<file path="config.mk">
export PLATFORM = sky130hd
export DESIGN_NAME = m_shift_register_n
export DESIGN_NICKNAME = d
export VERILOG_FILES = /design/src/rtl/m_shreg_pkg.sv /design/src/rtl/m_shreg_shifter.sv /design/src/rtl/m_shift_register_n.sv
export SDC_FILE = /design/constraint.sdc
export NUM_CORES = 1
export LEC_CHECK = 0
export ABC_AREA = 1
export BUFFER_PORTS_ARGS = -buffer_cell sky130_fd_sc_hd__clkbuf_2
export CORE_ASPECT_RATIO = 1.4
export CORE_MARGIN = 1.5
export CORE_UTILIZATION = 35
export DETAILED_ROUTE_END_ITERATION = 8
export RECOVER_POWER = 50
export SYNTH_ARGS = -nofsm -noshare
export SYNTH_HDL_FRONTEND = slang
export SYNTH_SLANG_ARGS = --single-unit
</file>
<file path="constraint.sdc">
create_clock -name clk -period 1.9 [get_ports clk]
set_clock_uncertainty 0.05 [all_clocks]
set_input_delay 0.095 -clock clk [delete_from_list [all_inputs] [get_ports clk]]
set_output_delay 0.095 -clock clk [all_outputs]
set_load 0.02 [all_outputs]
</file>
<file path="src/rtl/m_shreg_pkg.sv">
// Shared types for the multi-step shift register: mode codes and FSM states.
// Optional feature macro used by the bundle: M_SHIFT_REGISTER_N_ROTATE_EN.
package m_shreg_pkg;

  localparam logic [1:0] MODE_SLL = 2'b00;
  localparam logic [1:0] MODE_SRL = 2'b01;
  localparam logic [1:0] MODE_SRA = 2'b10;
  localparam logic [1:0] MODE_ROR = 2'b11;

  typedef enum logic [1:0] {
    ST_IDLE = 2'b00,
    ST_RUN  = 2'b01,
    ST_DONE = 2'b10
  } state_t;

endpackage

</file>
<file path="src/rtl/m_shreg_shifter.sv">
// Combinational barrel shifter: one step of SLL/SRL/SRA (and ROR when
// M_SHIFT_REGISTER_N_ROTATE_EN is defined; otherwise mode 11 acts as SRL).
// Ports: q, mode, shamt in; next_q (shifted value), shout (displaced bits,
// right-justified) out.
module m_shreg_shifter
  import m_shreg_pkg::*;
#(
  parameter int WIDTH   = 32,
  parameter int SHAMT_W = 2,
  parameter int SHW     = (1 << SHAMT_W) - 1
) (
  input  logic [WIDTH-1:0]   q,
  input  logic [1:0]         mode,
  input  logic [SHAMT_W-1:0] shamt,
  output logic [WIDTH-1:0]   next_q,
  output logic [SHW-1:0]     shout
);

  logic [SHW-1:0] low_mask;

  always_comb begin
    low_mask = ~({SHW{1'b1}} << shamt);
    next_q   = q >> shamt;
    shout    = SHW'(q) & low_mask;
    case (mode)
      MODE_SLL: begin
        next_q = q << shamt;
        // shamt=0 shifts by WIDTH, which yields zero
        shout  = SHW'(q >> (WIDTH - int'(shamt)));
      end
      MODE_SRA: begin
        next_q = $unsigned($signed(q) >>> shamt);
      end
`ifdef M_SHIFT_REGISTER_N_ROTATE_EN
      MODE_ROR: begin
        next_q = (q >> shamt) | (q << (WIDTH - int'(shamt)));
      end
`endif
      default: begin
      end
    endcase
  end

endmodule

</file>
<file path="src/rtl/m_shift_register_n.sv">
// Multi-step shift register for mul/div sequencing: load, then N shift steps.
// Ports: clk, clr (sync active-high), start, load_data, steps, shamt, mode,
// we, invert in; data_out, is_zero, shout, busy, done out.
// Macro M_SHIFT_REGISTER_N_ROTATE_EN enables rotate-right for mode 11.
module m_shift_register_n
  import m_shreg_pkg::*;
#(
  parameter int WIDTH   = 32,
  parameter int SHAMT_W = 2,
  parameter int COUNT_W = 6
) (
  input  logic                        clk,
  input  logic                        clr,
  input  logic                        start,
  input  logic [WIDTH-1:0]            load_data,
  input  logic [COUNT_W-1:0]          steps,
  input  logic [SHAMT_W-1:0]          shamt,
  input  logic [1:0]                  mode,
  input  logic                        we,
  input  logic                        invert,
  output logic [WIDTH-1:0]            data_out,
  output logic                        is_zero,
  output logic [(1<<SHAMT_W)-2:0]     shout,
  output logic                        busy,
  output logic                        done
);

  localparam int SHW = (1 << SHAMT_W) - 1;

  state_t               state;
  state_t               state_nx;
  logic [WIDTH-1:0]     q;
  logic [COUNT_W-1:0]   cnt;
  logic [SHAMT_W-1:0]   shamt_l;
  logic [1:0]           mode_l;
  logic [SHW-1:0]       shout_r;
  logic [WIDTH-1:0]     sh_q;
  logic [SHW-1:0]       sh_out;

  m_shreg_shifter #(
    .WIDTH   (WIDTH),
    .SHAMT_W (SHAMT_W),
    .SHW     (SHW)
  ) u_shifter (
    .q      (q),
    .mode   (mode_l),
    .shamt  (shamt_l),
    .next_q (sh_q),
    .shout  (sh_out)
  );

  always_ff @(posedge clk) begin
    if (clr) state <= ST_IDLE;
    else     state <= state_nx;
  end

  always_comb begin
    state_nx = state;
    unique case (1'b1)
      state == ST_IDLE: begin
        if (start)
          state_nx = (steps != '0) ? ST_RUN : ST_DONE;
      end
      state == ST_RUN: begin
        if (cnt == COUNT_W'(1))
          state_nx = ST_DONE;
      end
      default: begin
        state_nx = ST_IDLE;
      end
    endcase
  end

  always_ff @(posedge clk) begin
    if (clr) begin
      q       <= '0;
      cnt     <= '0;
      shamt_l <= '0;
      mode_l  <= MODE_SLL;
      shout_r <= '0;
    end else begin
      case (state)
        ST_IDLE: begin
          if (start) begin
            q       <= load_data;
            cnt     <= steps;
            shamt_l <= shamt;
            mode_l  <= mode;
            shout_r <= '0;
          end else if (we) begin
            q <= load_data;
          end
        end
        ST_RUN: begin
          q       <= sh_q;
          shout_r <= sh_out;
          cnt     <= cnt - COUNT_W'(1);
        end
        default: begin
        end
      endcase
    end
  end

  assign data_out = invert ? ~q : q;
  assign is_zero  = (q == '0);
  assign shout    = shout_r;
  assign busy     = (state == ST_RUN);
  assign done     = (state == ST_DONE);

endmodule

</file>
==> metrics.md <==
| Metric | Value |
|---|---|
| IO Port Bufs | `84` |
| Final setup viols | `0` |
| Overflow after GRT | `0` |
| Layout cells sized above 1 | `approximately 12%` |
| Min-Delay Path Depth | `3` |
| Post-route cell area | `roughly 4700 µm²` |
| Register bit total from synthesis | `47` |
| Leak | `2.00 nW` |
| Avg Inst Size Synth | `6.10 µm²` |
| Sequential fraction of the synthesis area | `between 20% and 30%` |
| Netlist Area Pre-Place | `approximately 4000 µm²` |
| Largest net degree at the start of global routing | `80` |
| RSZ-0062 raised after global routing | `yes` |
| Post-Synthesis Net Count | `slightly above 700` |
| Post-layout power | `approximately 0.0043 W` |
| Die area | `~12000 µm²` |
| Synth top area share | `a little under a quarter` |
| R2R cell count | `5` |
| Post-CTS Hold Buffers | `0` |
| Total GRT Usage | `~22%` |
| Setup WS pre-CTS | `between 0.2 and 0.25 ns` |
| VDD IR-drop max | `0.000386 V` |
| Worst setup EP type | `primary output` |
| Placed cell areas | `between 4000 and 5000 µm²` |
| Crit-path max FO | `5` |
| CTS tree | `built` |
| Synth Warn # | `0` |
| Startpoint Class | `flop` |
| Postcts setup bufs | `0` |
| Global placement routability congestion | `between 0.8 and 0.9` |
| Nets | `between 700 and 800` |
| Non-filler cells in the finished layout | `~870` |
| Routed len/inst | `15.2 µm` |
| Drt total wl | `~13000 µm` |
| Clock Sinks | `between 40 and 50` |
| Unique masters post-synth | `36` |
| Initial core utilization | `about 36%` |
| Remaining DRCs | `0` |
| Via count | `about 4.7k` |
| Antenna Violating Nets Remaining | `0` |
| Vias in the first global route | `~4.3k` |
| Clock transition at path regs | `roughly 0.07 ns` |
| Status | `finished clean` |
| Core area | `11300 µm²` |
| IO Count | `85` |
| Post-route worst setup slack | `0.105 ns` |
| Chip Width | `approximately 94 µm` |
| Antenna Cells | `0` |
| Clock root buffer | `clkbuf_16` |
| Initial DRC count | `about 320` |
| Critical Path AT | `1.65 ns` |
| Hpwl dp | `approximately 9500 µm` |
| Fill cell count | `between 1k and 1.5k` |
| Max Cap Violations | `0` |
| Leading area contributor after synthesis | `dfxtp_1` |
| Worst EP required | `1.75 ns` |
| Critical path type | `reg2out` |
| PD cells | `just over 900 nW/µm²` |
| Max transition margin | `62.3%` |
| Final Hold Fails | `0` |
| Placed insts | `about 860` |
| Antenna violations before repair | `0` |
| Worst Tran Pin Value | `0.565 ns` |
| Area contributors post-synth | `dfxtp_1 23%, nand2_1 14%, a21oi_1 11%, o21ai_0 9.7%, xor2_1 7.6%` |
| Hold_ws | `between 0.02 and 0.03 ns` |
| CTS HTree Levels | `2` |
| Hold crit path type | `in2reg` |
| Fin crit share | `between 90 and 100%` |
| DRT Pass-1 Iters | `6` |
| Layout Area Growth over Synthesis | `16.8%` |
| Clk_lat worst skew | `0.30 ns` |
| Clock tree buffer depth | `2` |
| First-pass GRT wire length | `20800 µm` |
| Post-layout min period | `1.80 ns` |
| Vias/cell | `~5.4` |
| Total clock buffers created by CTS | `5` |
| Fmax | `557 MHz` |
| Max-slew violation count | `0` |
| Die height | `130 µm` |
| Sequential cell area | `about 940 µm²` |
| Row count | `46` |
| Synth Instances | `between 600 and 700` |
| Multi-input gate area | `roughly 2700 µm²` |
==> per-stage QoR <==
step           setup TNS (ns)  util, %
4_1_cts                     0     42.0
3_3_place_gp                0     40.4
3_5_place_dp                0     40.4
5_1_grt                -0.183     41.7
6_report                    0     41.7
2_1_floorplan               0        -
==> registers in the layout (all words and copies together), names as in the netlist <==
signal   count
shout        3
q           32
state        2
mode_l       2
cnt          6
shamt_l      2
==> metal layers <==
metal / vias to the layer above / track usage [%] / routed length (µm) / part of all wire (%)
met5: - / 0 / 0 / 0
met1: 2142 / 23.2 / 5010 / 38
met2: 156 / 41.3 / 7170 / 54
li1: 2357 / - / - / -
met4: 0 / 9.66 / 422 / 3.2
met3: 38 / 2.56 / 640 / 4.8
==> path summary, 6_finish.rpt <==
check	from	to	slack, ns
setup reg to reg	state[0]	state[1]	0.16
setup / recovery	q[12]	is_zero	0.10
hold / removal	load_data[12]	q[12]	0.03
hold reg to reg	shout[1]	shout[1]	0.42
==> power by group <==
group,switching [W],leakage (nW),internal (W),total (W)
Combinational,0.00118,1.52,0.000609,0.00179
Sequential,0.000193,0.390,0.00112,0.00131
Clock,0.000416,0.0911,0.000756,0.00117
==> worst max-delay path: stages (launching register included) <==
cell      delay, ns
dfxtp_1        0.37
nor4_1         0.46
nand4_1        0.16
nor2_1         0.17
clkbuf_2       0.19
==> synthesized netlist by cell type <==
library cell and instances:
a211oi_1 1, a21oi_1 86, a22oi_1 1, and2_1 4, and3_1 1, buf_1 3
buf_2 16, buf_4 5, buf_6 6, clkbuf_1 16, dfxtp_1 47, ha_1 4
inv_1 41, inv_2 6, nand2_1 147, nand2_2 1, nand2_4 1, nand3_1 37
nand4_1 7, nor2_1 59, nor2_2 2, nor2_4 1, nor2_8 1, nor3_1 1
nor4_1 8, o2111ai_1 2, o211ai_1 22, o21a_1 4, o21ai_0 78, o21ai_1 12
o21ai_2 1, o221ai_1 1, o311ai_0 1, or2_0 1, or2_2 1, xor2_1 35
==> logic make-up after synthesis <==
| kind of cell | Yosys count | share of synthesized area, % |
|---|---|---|
| DFF | 47 | 23.4 |
| and+or+nand+nor | 272 | 28.9 |
| buffers and inverters | 93 | 10.7 |
| adders and majority gates | 4 | 1.24 |
| AOI/OAI and AO/OA | 209 | 28.2 |
| xor gates and xnor gates | 35 | 7.61 |
==> what timing repair did <==
action                                  4_1_cts  5_1_grt
endpoints found under the hold margin         0        0
endpoints found under the setup margin        0       12
gates resized for setup                       0        3
==> final cells by class <==
| class | count | area share [%] |
|---|---|---|
| Clock buffer | 6 | 2.74 |
| Clock inverter | 2 | 1.28 |
| Inverter | 47 | 3.83 |
| Multi-Input combinational cell | 520 | 56.6 |
| Sequential cell | 47 | 20.0 |
| Tap cell | 144 | 3.83 |
| Timing Repair Buffer | 103 | 11.7 |
==> placed cells by master (no fill, tap or decap), types with 13 or more instances in the layout <==
master    instances
nand2_1         147
a21oi_1          86
o21ai_0          77
nor2_1           59
clkbuf_2         48
dfxtp_1          46
inv_1            40
clkbuf_1         38
nand3_1          37
xor2_1           35
o211ai_1         22
buf_4            15
o21ai_1          13
Note: power is estimated with default switching activity, not from simulation.
